<file path="config.mk">
export PLATFORM = sky130hd
export DESIGN_NAME = hazard_stall_ctrl
export DESIGN_NICKNAME = d
export VERILOG_FILES = /design/src/rtl/hazard_stall_ctrl.sv
export SDC_FILE = /design/constraint.sdc
export NUM_CORES = 1
export LEC_CHECK = 0
export ABC_AREA = 0
export CELL_PAD_IN_SITES_DETAIL_PLACEMENT = 1
export CELL_PAD_IN_SITES_GLOBAL_PLACEMENT = 2
export CORE_MARGIN = 2
export CORE_UTILIZATION = 18
export CTS_BUF_LIST = sky130_fd_sc_hd__clkbuf_4 sky130_fd_sc_hd__clkbuf_8
export CTS_CLUSTER_DIAMETER = 200
export DETAILED_ROUTE_END_ITERATION = 10
export PLACE_DENSITY_LB_ADDON = 0.1
export REMOVE_ABC_BUFFERS = 1
export SKIP_CTS_REPAIR_TIMING = 1
export SKIP_LAST_GASP = 1
export SLEW_MARGIN = 40
export SYNTH_ARGS = -nofsm -noshare
export SYNTH_HDL_FRONTEND = slang
export SYNTH_SLANG_ARGS = --single-unit
</file>
<file path="constraint.sdc">
create_clock -name clk -period 2.1 [get_ports clk]
set_input_delay 0.42 -clock clk [delete_from_list [all_inputs] [get_ports clk]]
set_output_delay 0.42 -clock clk [all_outputs]
set_load 0.03 [all_outputs]
</file>
<file path="src/rtl/hazard_stall_ctrl.sv">
// Pipeline stall/flush controller with a load-use scoreboard and a stale-fetch drop FSM.
// Per-cause stall counters exist only when HAZARD_PERF_CNT_EN is defined, otherwise they read 0.
module hazard_stall_ctrl #(
  parameter int NUM_STAGES  = 5,
  parameter int REG_ADDR_W  = 5,
  parameter int LU_DIST     = 2,
  parameter int REDIR_STAGE = 2,
  parameter int CNT_W       = 32
) (
  input  logic                  clk,
  input  logic                  rst,
  input  logic                  instr_mem_resp,
  input  logic                  data_mem_req,
  input  logic                  data_mem_resp,
  input  logic                  redirect,
  input  logic [REG_ADDR_W-1:0] dec_rs1_id,
  input  logic [REG_ADDR_W-1:0] dec_rs2_id,
  input  logic                  dec_uses_rs1,
  input  logic                  dec_uses_rs2,
  input  logic                  ex_is_load,
  input  logic [REG_ADDR_W-1:0] ex_rd_id,
  output logic                  load_pc,
  output logic [NUM_STAGES-2:0] stage_load,
  output logic [NUM_STAGES-2:0] stage_flush,
  output logic                  ir_nop_sel,
  output logic [CNT_W-1:0]      stall_dmiss_cnt,
  output logic [CNT_W-1:0]      stall_lu_cnt,
  output logic [CNT_W-1:0]      flush_cnt
);
  localparam int NR = NUM_STAGES - 1;

  typedef enum logic {RUN = 1'b0, DROP = 1'b1} state_e;

  state_e                             state_q, state_d;
  logic [LU_DIST-1:0]                 sb_vld_q, sb_vld_d;
  logic [LU_DIST-1:0][REG_ADDR_W-1:0] sb_rd_q, sb_rd_d;
  logic                               dmiss, advance, lu_hazard;

  function automatic logic rd_hit(input logic [REG_ADDR_W-1:0] rd,
                                  input logic [REG_ADDR_W-1:0] rs1,
                                  input logic [REG_ADDR_W-1:0] rs2,
                                  input logic u1, input logic u2);
    return (rd != '0) && ((u1 && rd == rs1) || (u2 && rd == rs2));
  endfunction

  assign dmiss   = data_mem_req & ~data_mem_resp;
  assign advance = ~dmiss;

  always_comb begin
    lu_hazard = ex_is_load & rd_hit(ex_rd_id, dec_rs1_id, dec_rs2_id, dec_uses_rs1, dec_uses_rs2);
    for (int i = 0; i < LU_DIST; i++)
      if (sb_vld_q[i] && rd_hit(sb_rd_q[i], dec_rs1_id, dec_rs2_id, dec_uses_rs1, dec_uses_rs2))
        lu_hazard = 1'b1;
  end

  always_comb begin
    load_pc     = 1'b1;
    stage_load  = '1;
    stage_flush = '0;
    ir_nop_sel  = 1'b0;
    state_d     = state_q;
    sb_vld_d    = sb_vld_q;
    sb_rd_d     = sb_rd_q;
    if (dmiss) begin
      load_pc    = 1'b0;
      stage_load = '0;
    end else begin
      sb_vld_d[0] = ex_is_load & (ex_rd_id != '0);
      sb_rd_d[0]  = ex_rd_id;
      // entry i-1 currently sits past register i+1; drop it only if that register is flushed
      for (int i = 1; i < LU_DIST; i++) begin
        sb_vld_d[i] = sb_vld_q[i-1] & ~(redirect && (i + 1 < REDIR_STAGE));
        sb_rd_d[i]  = sb_rd_q[i-1];
      end
      if (redirect) begin
        // PC always takes the target; a fetch still in flight is stale either way
        for (int i = 0; i < NR; i++)
          if (i < REDIR_STAGE) stage_flush[i] = 1'b1;
        ir_nop_sel = (state_q == DROP);
        if (state_q == RUN && !instr_mem_resp) state_d = DROP;
      end else if (lu_hazard) begin
        load_pc        = 1'b0;
        stage_load[0]  = 1'b0;
        stage_flush[1] = 1'b1;
        if (state_q == DROP) begin
          ir_nop_sel = 1'b1;
          if (instr_mem_resp) state_d = RUN;
        end
      end else if (state_q == DROP) begin
        load_pc    = 1'b0;
        ir_nop_sel = 1'b1;
        if (instr_mem_resp) begin
          stage_flush[0] = 1'b1;
          state_d        = RUN;
        end
      end else if (!instr_mem_resp) begin
        load_pc    = 1'b0;
        ir_nop_sel = 1'b1;
      end
    end
    if (!rst) begin
      load_pc     = 1'b1;
      stage_load  = '1;
      stage_flush = '0;
      ir_nop_sel  = 1'b0;
    end
  end

  always_ff @(posedge clk or negedge rst) begin
    if (!rst) begin
      state_q  <= RUN;
      sb_vld_q <= '0;
      sb_rd_q  <= '0;
    end else begin
      state_q  <= state_d;
      sb_vld_q <= sb_vld_d;
      sb_rd_q  <= sb_rd_d;
    end
  end

`ifdef HAZARD_PERF_CNT_EN
  logic [CNT_W-1:0] dmiss_cnt_q, dmiss_cnt_d, lu_cnt_q, lu_cnt_d, flush_cnt_q, flush_cnt_d;

  always_comb begin
    dmiss_cnt_d = dmiss_cnt_q;
    lu_cnt_d    = lu_cnt_q;
    flush_cnt_d = flush_cnt_q;
    if (dmiss && dmiss_cnt_q != '1) dmiss_cnt_d = dmiss_cnt_q + CNT_W'(1);
    if (advance && redirect && flush_cnt_q != '1) flush_cnt_d = flush_cnt_q + CNT_W'(1);
    if (advance && !redirect && lu_hazard && lu_cnt_q != '1) lu_cnt_d = lu_cnt_q + CNT_W'(1);
  end

  always_ff @(posedge clk or negedge rst) begin
    if (!rst) begin
      dmiss_cnt_q <= '0;
      lu_cnt_q    <= '0;
      flush_cnt_q <= '0;
    end else begin
      dmiss_cnt_q <= dmiss_cnt_d;
      lu_cnt_q    <= lu_cnt_d;
      flush_cnt_q <= flush_cnt_d;
    end
  end

  assign stall_dmiss_cnt = dmiss_cnt_q;
  assign stall_lu_cnt    = lu_cnt_q;
  assign flush_cnt       = flush_cnt_q;
`else
  assign stall_dmiss_cnt = '0;
  assign stall_lu_cnt    = '0;
  assign flush_cnt       = '0;
`endif

endmodule
</file>
# Yosys cells after proc, flatten, opt, wreduce, memory -nomap -nowiden
# Index checks and enable logic that the tools add are counted.
dict set report classes {
  n_eq_ne 7
  n_mux 29
  n_bitwise 6
  n_reduce_logical 20
}
# operator count
set op_table {}
lappend op_table {{== test 5 bit} 6}
lappend op_table {{2-to-1 mux 1 bit} 24}
lappend op_table {{nonzero test 5 bit} 3}
lappend op_table {{logical AND 1 bit} 12}
lappend op_table {{2-to-1 mux 2 bit} 3}
lappend op_table {{2-to-1 mux 4 bit} 1}
lappend op_table {{bitwise AND 1 bit} 3}
lappend op_table {{logical OR 1 bit} 3}
lappend op_table {{2-to-1 mux 3 bit} 1}
lappend op_table {{inverter 1 bit} 3}
lappend op_table {{!= test 2 x 1 -> 1 bit, second input constant} 1}
lappend op_table {{AND reduction 2 bit} 1}
lappend op_table {{zero test 1 bit} 1}
dict set report totals {
  register_bits 13
  in_bits 24
  output_inout_bits 106
  wordCells 66
}

# Logic depth before layout (Yosys ltp)
# Gate-level depths: netlist (run 1).
dict set report logic_depth {
  depth_word 11
  mapped_depth 6
  ltp_nobuf 5
}

# Least setup slack after synthesis (run 1)
# No wires, ideal clock.
dict set report synth_path {
  kind {input-to-output}
  startpoint {input ex_rd_id[3]}
  endpoint {output stage_flush[1]}
  arrival_ps 1681
  required_time_ps 1680
  setup_slack_ps -1
  stages 5
  path_buffers 0
  path_cell_list {xor2_1 > nor4_1 > nand3_1 > a21o_1 > a31oi_1}
}
dict set report synth_via {
  elab_chain_cells 11
  elab_cells_between_ends 14
  classes_between {eq/ne: 2; mux: 6; bitwise: 1; reduce/logical: 5}
}
# element line
set synth_rtl {}
lappend synth_rtl {{from (decl)} 21} ;# input logic [REG_ADDR_W-1:0] ex_rd_id,
lappend synth_rtl {{== test 5 bit} 43} ;# return (rd != '0) && ((u1 && rd == rs1) || (u2 && rd == rs2));
lappend synth_rtl {{logical AND 1 bit} 43}
lappend synth_rtl {{logical OR 1 bit} 43}
lappend synth_rtl {{logical AND 1 bit *} 43}
lappend synth_rtl {{bitwise AND 1 bit *} 50} ;# lu_hazard = ex_is_load & rd_hit(ex_rd_id, dec_rs1_id, dec_rs2_id, dec_uses_rs1, dec_uses_rs2);
lappend synth_rtl {{2-to-1 mux 1 bit * (2 in a row)} 52} ;# if (sb_vld_q[i] && rd_hit(sb_rd_q[i], dec_rs1_id, dec_rs2_id, dec_uses_rs1, dec_uses_rs2))
lappend synth_rtl {{2-to-1 mux 1 bit *} 81} ;# end else if (lu_hazard) begin
lappend synth_rtl {{2-to-1 mux 2 bit *} 75} ;# if (redirect) begin
lappend synth_rtl {{2-to-1 mux 2 bit *} 64} ;# if (dmiss) begin
lappend synth_rtl {{2-to-1 mux 2 bit *} 101} ;# if (!rst) begin
lappend synth_rtl {{to (decl)} 24} ;# output logic [NUM_STAGES-2:0] stage_flush,
# Mark *: on every way between the ends. The rest lies on a longest branch, timed or not.

# Worst setup path after layout (run 1)
dict set report layout_path {
  startpoint {register sb_rd_q[6] (netlist name)}
  endpoint {output load_pc}
}
dict set report layout_via {
  elab_chain_cells 10
  elab_cells_between_ends 13
  classes_between {eq/ne: 2; mux: 5; reduce/logical: 6}
}
# element line
set layout_rtl {}
lappend layout_rtl {{from (decl)} 36} ;# logic [LU_DIST-1:0][REG_ADDR_W-1:0] sb_rd_q, sb_rd_d;
lappend layout_rtl {{from (signal assigned)} 117} ;# sb_rd_q <= sb_rd_d;
lappend layout_rtl {{== test 5 bit} 43}
lappend layout_rtl {{logical AND 1 bit} 43}
lappend layout_rtl {{logical OR 1 bit} 43}
lappend layout_rtl {{logical AND 1 bit *} 43}
lappend layout_rtl {{logical AND 1 bit *} 52}
lappend layout_rtl {{2-to-1 mux 1 bit *} 52}
lappend layout_rtl {{2-to-1 mux 1 bit *} 81}
lappend layout_rtl {{2-to-1 mux 1 bit *} 75}
lappend layout_rtl {{2-to-1 mux 1 bit *} 64}
lappend layout_rtl {{2-to-1 mux 1 bit *} 101}
lappend layout_rtl {{to (decl)} 22} ;# output logic load_pc,
# Marked as above.

==> results of run 1 <==
sequential cells by signal (all words and copies together), names as in the netlist:
register,flops
sb_rd_q,10
state_q,1
sb_vld_q,2
logic make-up after synthesis:
kind of cell,after synthesis
muxes,11
and+or+nand+nor,27
xor gates and xnor gates,30
other,1
DFF,13
AOI/OAI and AO/OA,15
buffers and inverters,104
worst reg2reg max path: cells and delay by family, from the launching register on:
kind | cells | cell delay (ns)
multiplexers | 1 | 0.25
flip-flops | 1 | 0.45
buffers and inverters | 1 | 0.17
path summary, 6_finish.rpt:
kind	startpoint	to	slack, ns
setup / recovery	sb_rd_q[6]	load_pc	-0.37
hold / removal	sb_vld_q[1]	sb_vld_q[1]	0.52
setup reg to reg	sb_rd_q[0]	sb_rd_q[0]	1.12
hold reg to reg	sb_vld_q[1]	sb_vld_q[1]	0.52
max in group asynchronous	rst	sb_rd_q[3]	1.39
min in group asynchronous	rst	state_q	0.57
layer usage:
metal	vias up	track usage (%)	share of wire, %
met4	0	2.462	1.1
li1	587	-	-
met5	-	0	0
met2	73	13.68	49
met1	542	10.07	42
met3	4	2.102	8.4
synthesized netlist by cell type (all sizes together) (3+ instances only):
cell,number,area (µm²)
xnor2,22,192.7
nor2,3,11.26
nand4,4,25.02
xor2,8,70.07
nand2,8,30.03
dfrtp,13,325.3
buf,102,759.5
mux2,11,123.9
o21ai,5,25.02
area by class of cell:
type	instances	share of cell area [%]
Multi-Input combinational cell	181	47.92
Timing Repair Buffer	65	27.41
Sequential cell	13	14.85
Tap cell	129	7.367
Clock buffer	3	1.885
Inverter	2	0.3427
Clock inverter	1	0.2284
power breakdown:
| group | switching, mW | leakage, nW | internal (mW) |
|---|---|---|---|
| Sequential | 0.0289 | 0.152 | 0.277 |
| Combinational | 0.375 | 0.949 | 0.193 |
| Clock | 0.109 | 0.0255 | 0.132 |
| Total | 0.513 | 1.13 | 0.602 |
==> flow_metrics.py, run 1 <==
metrics = {
    "setup_path": {
        "cp_top_family": "compound AO/OA/AOI/OAI gates",
        "cp_cell_sequence": "or4_4 -> o21a_1 -> a32oi_4 -> a41o_1 -> buf_6",
        "crit_path_max_incr_delay_ns": 0.55,
        "worst-path-max-fanout": 5,
        "worst_endpoint_required_time_ns": 1.68,
        "timing.critical_path.to_type": "output pin",
        "crit_arrival_ns": 2.05,
        "path_class": "flip-flop to output pin",
        "cp_num_cells": 5,
        "type_of_element_launching_the_critical_path": "flip-flop",
        "critPathSlowestCell": "sky130_fd_sc_hd__or4_4",
        "critPathBufInv": 1,
        "r2r.worst_path.cells": 2,
    },
    "global_route": {
        "grt_use_total_pct": 8.076,
        "wire_length_of_the_first_global_routing_pass_um": 6196,
        "grt_start_max_net_pins": 12,
        "grt_overflow": 0,
        "first_global_vias": 1154,
        "antenna_found_initial": 0,
    },
    "logic_synthesis": {
        "synthMuxAreaShare_pct": 7.092,
        "synth-async-reset-ratio_pct": 100.0,
        "synth_top_family_by_area": "buffers and inverters",
        "syn-cell-area_um2": 1747,
        "synth-compound-area-share_pct": 7.163,
        "synth-adder-area-share_pct": 0,
        "synth_edf_count": 0,
        "yosysUniqueCellTypes": 28,
        "number_of_synthesized_register_bits": 13,
        "post_synth.cell_area_avg_um2": 8.690,
        "syn_inst": 201,
        "dominantRegCellSynth": "sky130_fd_sc_hd__dfrtp_1",
        "synth_seq_area_share_pct": 18.62,
        "post_synth_xor_area_fraction_pct": 15.04,
        "ys_warn_count": 0,
        "synth_simple_gate_area_share_pct": 7.951,
    },
    "route": {
        "routed_via_count": 1206,
        "antenna_nets_post_route": 0,
        "detail_route.first_pass.iterations": 3,
        "post_drt_via_cell_ratio": 3.061,
        "postRouteWirelength_um": 4236,
        "post_detailed_route_drc_marker_count": 0,
        "post_drt_wl_per_cell_um": 10.75,
        "dr.first_iter.drc_count": 23,
    },
    "finish": {
        "antenna_fix_cells": 0,
        "final_cell_mix": "98 x sky130_fd_sc_hd__conb_1, 36 x sky130_fd_sc_hd__buf_4, 21 x sky130_fd_sc_hd__xnor2_1, 13 x sky130_fd_sc_hd__dlymetal6s2s_1, 13 x sky130_fd_sc_hd__dfrtp_1",
        "utilization_after_layout_pct": 23.49,
        "multiInputGateArea_um2": 1050,
        "final_net_count": 290,
        "filler_cell_count": 1137,
        "area.growth.synth_to_final_pct": 25.43,
        "mostFrequentLayoutCell": "sky130_fd_sc_hd__conb_1",
        "stdcell_area_um2": 2191,
        "area.sequential_um2": 325.3,
        "finalNonFillerCells": 394,
        "drive_above_1_share_pct": 24.53,
    },
    "floorplanning": {
        "die-height_um": 102.5,
        "die-area_um2": 10510,
        "core_um2": 9328,
        "num_io_pins": 130,
        "floorplan.initialDensity_pct": 18.73,
        "dieWidth_um": 102.5,
        "rows": 35,
    },
    "sta": {
        "fmaxAchievable_ghz": 0.4050,
        "hold-worst-slack_ns": 0.5229,
        "finalCriticalPeriod_ns": 2.469,
        "grt_setup_unrepaired": "true",
        "fin_worst_skew_ns": 0.0005963,
        "fin_crit_sh_pct": 117.6,
        "drv_slew": 0,
        "setup_violation_total_in_the_final_timing_report": 5,
        "hold_violations": 0,
        "accumulated_negative_setup_slack_ns": -1.732,
        "timing.final.ws_setup_ns": -0.3691,
    },
    "cts": {
        "clock_latency_ns": 0.25,
        "cts.root.buffer_cell": "sky130_fd_sc_hd__clkbuf_8",
        "cts_inserted_buffers": 3,
        "worst_setup_hold_path_clk_slew_ns": 0.06,
        "ctsHtreeMaxLevel": 1,
        "clock-sinks": 13,
        "cts_max_path_buffers": 2,
        "tritoncts_clock_tree": "done",
    },
    "placement": {
        "placedCellCount": 389,
        "placement.setup.worst_slack_ns": -1.125,
        "io_buffers": 31,
        "place.gp.congestion": 0.7160,
        "dpl_cell_area_um2": 2061,
        "dp.final_hpwl_um": 3791,
    },
    "power_and_ir_drop": {
        "power.ir.vdd_worst_uv": 125.0,
        "power_density_nw_per_um2": 509.0,
        "total_power_mw": 1.115,
        "leakage_nw": 1.127,
    },
    "worst_hold_path": {
        "timing.hold.worst.class": "flip-flop to flip-flop",
        "hold_depth": 1,
    },
    "run_status": {
        "violations_in_the_final_reports": "setup timing",
        "result_of_the_run": "complete, but fails checks",
    },
    "flow_run": {
        "drv.max_cap_violation_count": 0,
    },
}
No activity file was read; power rests on OpenSTA's default activity.
==> inputs of run 2 (changes only) <==
- ABC_AREA: 0 -> 1
- CORE_UTILIZATION: 18 -> 17
- clock period: 2.1 -> 2.32 ns (I/O delays scaled with it)
==> run 2 against run 1 <==
The flow still finishes with violations (setup timing). Cell area is 11% higher. Combinational power is 3% lower. Die area is 15% higher. Sequential power is 10% lower. Wire length is 37% higher. Final cell count is 34% higher. Flip-flop and latch count stayed put. First-iteration DRC count is 110% higher. Via count is 44% higher. Sequential share of layout area is 1.4 points lower. Clock-buffer cell count is 1 higher. Critical endpoint is now ir_nop_sel. Largest cell class unchanged. Highest routed layer is now met3.
==> flow_metrics.py, run 2 <==
metrics = {
    "run_status": {
        "result_of_the_run": "complete, but fails checks",
        "violations_in_the_final_reports": "setup timing",
    },
    "placement": {
        "placedCellCount": 521,
        "io_buffers": 31,
        "dp.final_hpwl_um": 5004,
        "place.gp.congestion": 0.7378,
        "dpl_cell_area_um2": 2258,
        "placement.setup.worst_slack_ns": -0.7612,
    },
    "global_route": {
        "wire_length_of_the_first_global_routing_pass_um": 8590,
        "first_global_vias": 1641,
        "grt_start_max_net_pins": 13,
        "grt_overflow": 0,
        "grt_use_total_pct": 9.536,
        "antenna_found_initial": 0,
    },
    "setup_path": {
        "timing.critical_path.mode_cell": "sky130_fd_sc_hd__buf_4",
        "crit_path_max_incr_delay_ns": 0.45,
        "crit_arrival_ns": 1.86,
        "worst-path-max-fanout": 3,
        "critPathSlowestCell": "sky130_fd_sc_hd__clkdlybuf4s50_1",
        "type_of_element_launching_the_critical_path": "input port",
        "timing.critical_path.to_type": "output pin",
        "worst_endpoint_required_time_ns": 1.86,
        "cp_cell_sequence": "clkdlybuf4s50_1 -> nor2_1 -> buf_4 -> buf_4 -> inv_1 -> nand2_1 -> or2_2 -> nor2_2 -> buf_6",
        "r2r.worst_path.cells": 4,
        "crit-reg2reg-capture": "sb_rd_q[7]",
        "reg_to_reg_setup_timing_slack_ns": 1.35,
        "path_class": "input port to output pin",
        "r2r_path_start": "sb_rd_q[2]",
    },
    "finish": {
        "area.growth.synth_to_final_pct": 27.40,
        "drive_above_1_share_pct": 20.47,
        "max_flop_register": "sb_rd_q",
        "layout_top_registers": "sb_rd_q (10), sb_vld_q (2), state_q (1)",
        "mostFrequentLayoutCell": "sky130_fd_sc_hd__nand2_1",
        "final_cell_mix": "100 x sky130_fd_sc_hd__nand2_1, 98 x sky130_fd_sc_hd__conb_1, 36 x sky130_fd_sc_hd__buf_4, 24 x sky130_fd_sc_hd__nor2_1, 21 x sky130_fd_sc_hd__inv_1",
        "antenna_fix_cells": 0,
        "largest_reg_flops": 10,
        "stdcell_area_um2": 2437,
        "filler_cell_count": 1400,
        "final_net_count": 411,
        "finalNonFillerCells": 526,
    },
    "route": {
        "post_drt_via_cell_ratio": 3.298,
        "detail_route.first_pass.iterations": 4,
        "antenna_nets_post_route": 0,
        "routed_via_count": 1735,
        "post_detailed_route_drc_marker_count": 0,
        "post_drt_wl_per_cell_um": 11.00,
        "postRouteWirelength_um": 5787,
        "dr.first_iter.drc_count": 49,
    },
    "logic_synthesis": {
        "synthDominantAreaCellType": "sky130_fd_sc_hd__buf_4",
        "synth_largest_type_area_fraction_pct": 39.24,
        "synth_most_common_cell": "sky130_fd_sc_hd__nand2_1",
        "synth_seq_area_share_pct": 17.00,
        "syn-cell-area_um2": 1913,
        "synth_edf_count": 0,
        "synth-async-reset-ratio_pct": 100.0,
        "synthTopCellsByArea": "sky130_fd_sc_hd__buf_4 39%, sky130_fd_sc_hd__nand2_1 21%, sky130_fd_sc_hd__dfrtp_1 17%",
        "ys_warn_count": 0,
        "dominantRegCellSynth": "sky130_fd_sc_hd__dfrtp_1",
        "yosysUniqueCellTypes": 17,
        "post_synth.cell_area_avg_um2": 5.978,
        "number_of_synthesized_register_bits": 13,
        "synth_commonest_cells": "105 x sky130_fd_sc_hd__nand2_1, 100 x sky130_fd_sc_hd__buf_4, 31 x sky130_fd_sc_hd__inv_1",
        "syn_inst": 320,
    },
    "sta": {
        "drv_slew": 0,
        "setup_violation_total_in_the_final_timing_report": 1,
        "grt_setup_unrepaired": "true",
        "fmaxAchievable_ghz": 0.4297,
        "hold_violations": 0,
        "accumulated_negative_setup_slack_ns": -0.007210,
        "fin_worst_skew_ns": 0.008918,
        "fin_crit_sh_pct": 100.3,
        "finalCriticalPeriod_ns": 2.327,
        "timing.final.ws_setup_ns": -0.007210,
    },
    "floorplanning": {
        "dieWidth_um": 110.1,
        "rows": 38,
        "die-height_um": 110.1,
        "num_io_pins": 130,
        "core_um2": 10890,
        "die-area_um2": 12120,
        "floorplan.initialDensity_pct": 17.57,
    },
    "cts": {
        "clock_latency_ns": 0.25,
        "cts_inserted_buffers": 3,
        "clock-sinks": 13,
        "worst_setup_hold_path_clk_slew_ns": 0.06,
        "cts_max_path_buffers": 2,
        "cts.root.buffer_cell": "sky130_fd_sc_hd__clkbuf_8",
        "tritoncts_clock_tree": "done",
        "ctsHtreeMaxLevel": 1,
    },
    "power_and_ir_drop": {
        "power.ir.vdd_worst_uv": 134.1,
        "power_density_nw_per_um2": 436.7,
        "total_power_mw": 1.064,
        "leakage_nw": 1.521,
    },
    "worst_hold_path": {
        "timing.hold.worst_endpoint": "sb_vld_q[1]",
        "hold_depth": 2,
        "hold_path_startpoint": "sb_vld_q[1]",
        "timing.hold.worst.class": "flip-flop to flip-flop",
    },
    "flow_run": {
        "drv.max_cap_violation_count": 0,
    },
}
==> run 2: cell types whose count changed in the layout (fill, tap and decap cells not counted), sizes merged, moves of 7 or more <==
cell	previous run	this run
nand2	8	105
inv	2	32
nor2	3	33
xnor2	22	0
o21ai	5	21
mux2	11	0
nand3	2	10
xor2	8	0
dlymetal6s2s	13	20
==> run 2: area by class of cell <==
cell class              instances  area (µm²)  share of cell area, %
flip-flops and latches         13       327.8                  13.45
multi-input cells             270        1141                  46.82
well taps                     140       175.2                  7.187
clock buffers                   4       48.80                  2.002
inverters                      32       120.1                  4.928
repair buffers                 67       624.3                  25.62
==> run 2: kinds of logic after synthesis <==
group / after synthesis / synth area share (%)
buffers and inverters: 134 / 45.98
flip-flops: 13 / 17.00
other: 1 / 0.1960
AO/OA/AOI/OAI: 21 / 5.494
AND/OR/NAND/NOR: 151 / 31.33
==> run 2: worst max-delay path by stage <==
stage,from,to,cells after the start
after global placement,ex_rd_id[0],stage_load[0],13
after global routing,sb_rd_q[2],ir_nop_sel,11
after detailed placement,ex_rd_id[0],stage_load[0],13
after floorplan,data_mem_req,stage_load[0],5
after CTS,ex_rd_id[0],stage_load[0],13
final,data_mem_resp,ir_nop_sel,9
==> run 2: metal layers <==
layer	part of all wire (%)	routed length [µm]	global-route usage (%)	up-vias
met3	4.8	277	1.176	0
met5	0	0	0	-
met2	48	2773	16.08	67
met4	0	0	2.441	0
li1	-	-	-	893
met1	47	2735	12.83	775
==> run 2: metrics by stage <==
stage / util [%] / hold WS, ns
2_1_floorplan: - / 0.1684
3_3_place_gp: 20.74 / 0.4782
4_1_cts: 21.19 / 0.5019
6_report: 22.39 / 0.4897
3_5_place_dp: 20.74 / 0.4752
5_1_grt: 22.39 / 0.5121
==> run 2: power by group <==
group	internal (mW)	switching, mW	leakage, nW
combinational	0.154	0.396	1.34
sequential	0.250	0.0249	0.154
clock	0.134	0.106	0.0262
total	0.537	0.527	1.52
==> run 2: critical path, delay by kind of cell <==
family	cells	cell delay [ns]
and+or+nand+nor	4	0.48
buffers and inverters	5	0.91
==> inputs of run 3 (changes only) <==
- CTS_CLUSTER_SIZE: unset -> 20
- SLEW_MARGIN: 40 -> unset
==> results of run 3 <==
Final layout, timing and power as in run 2 (identical DEF).
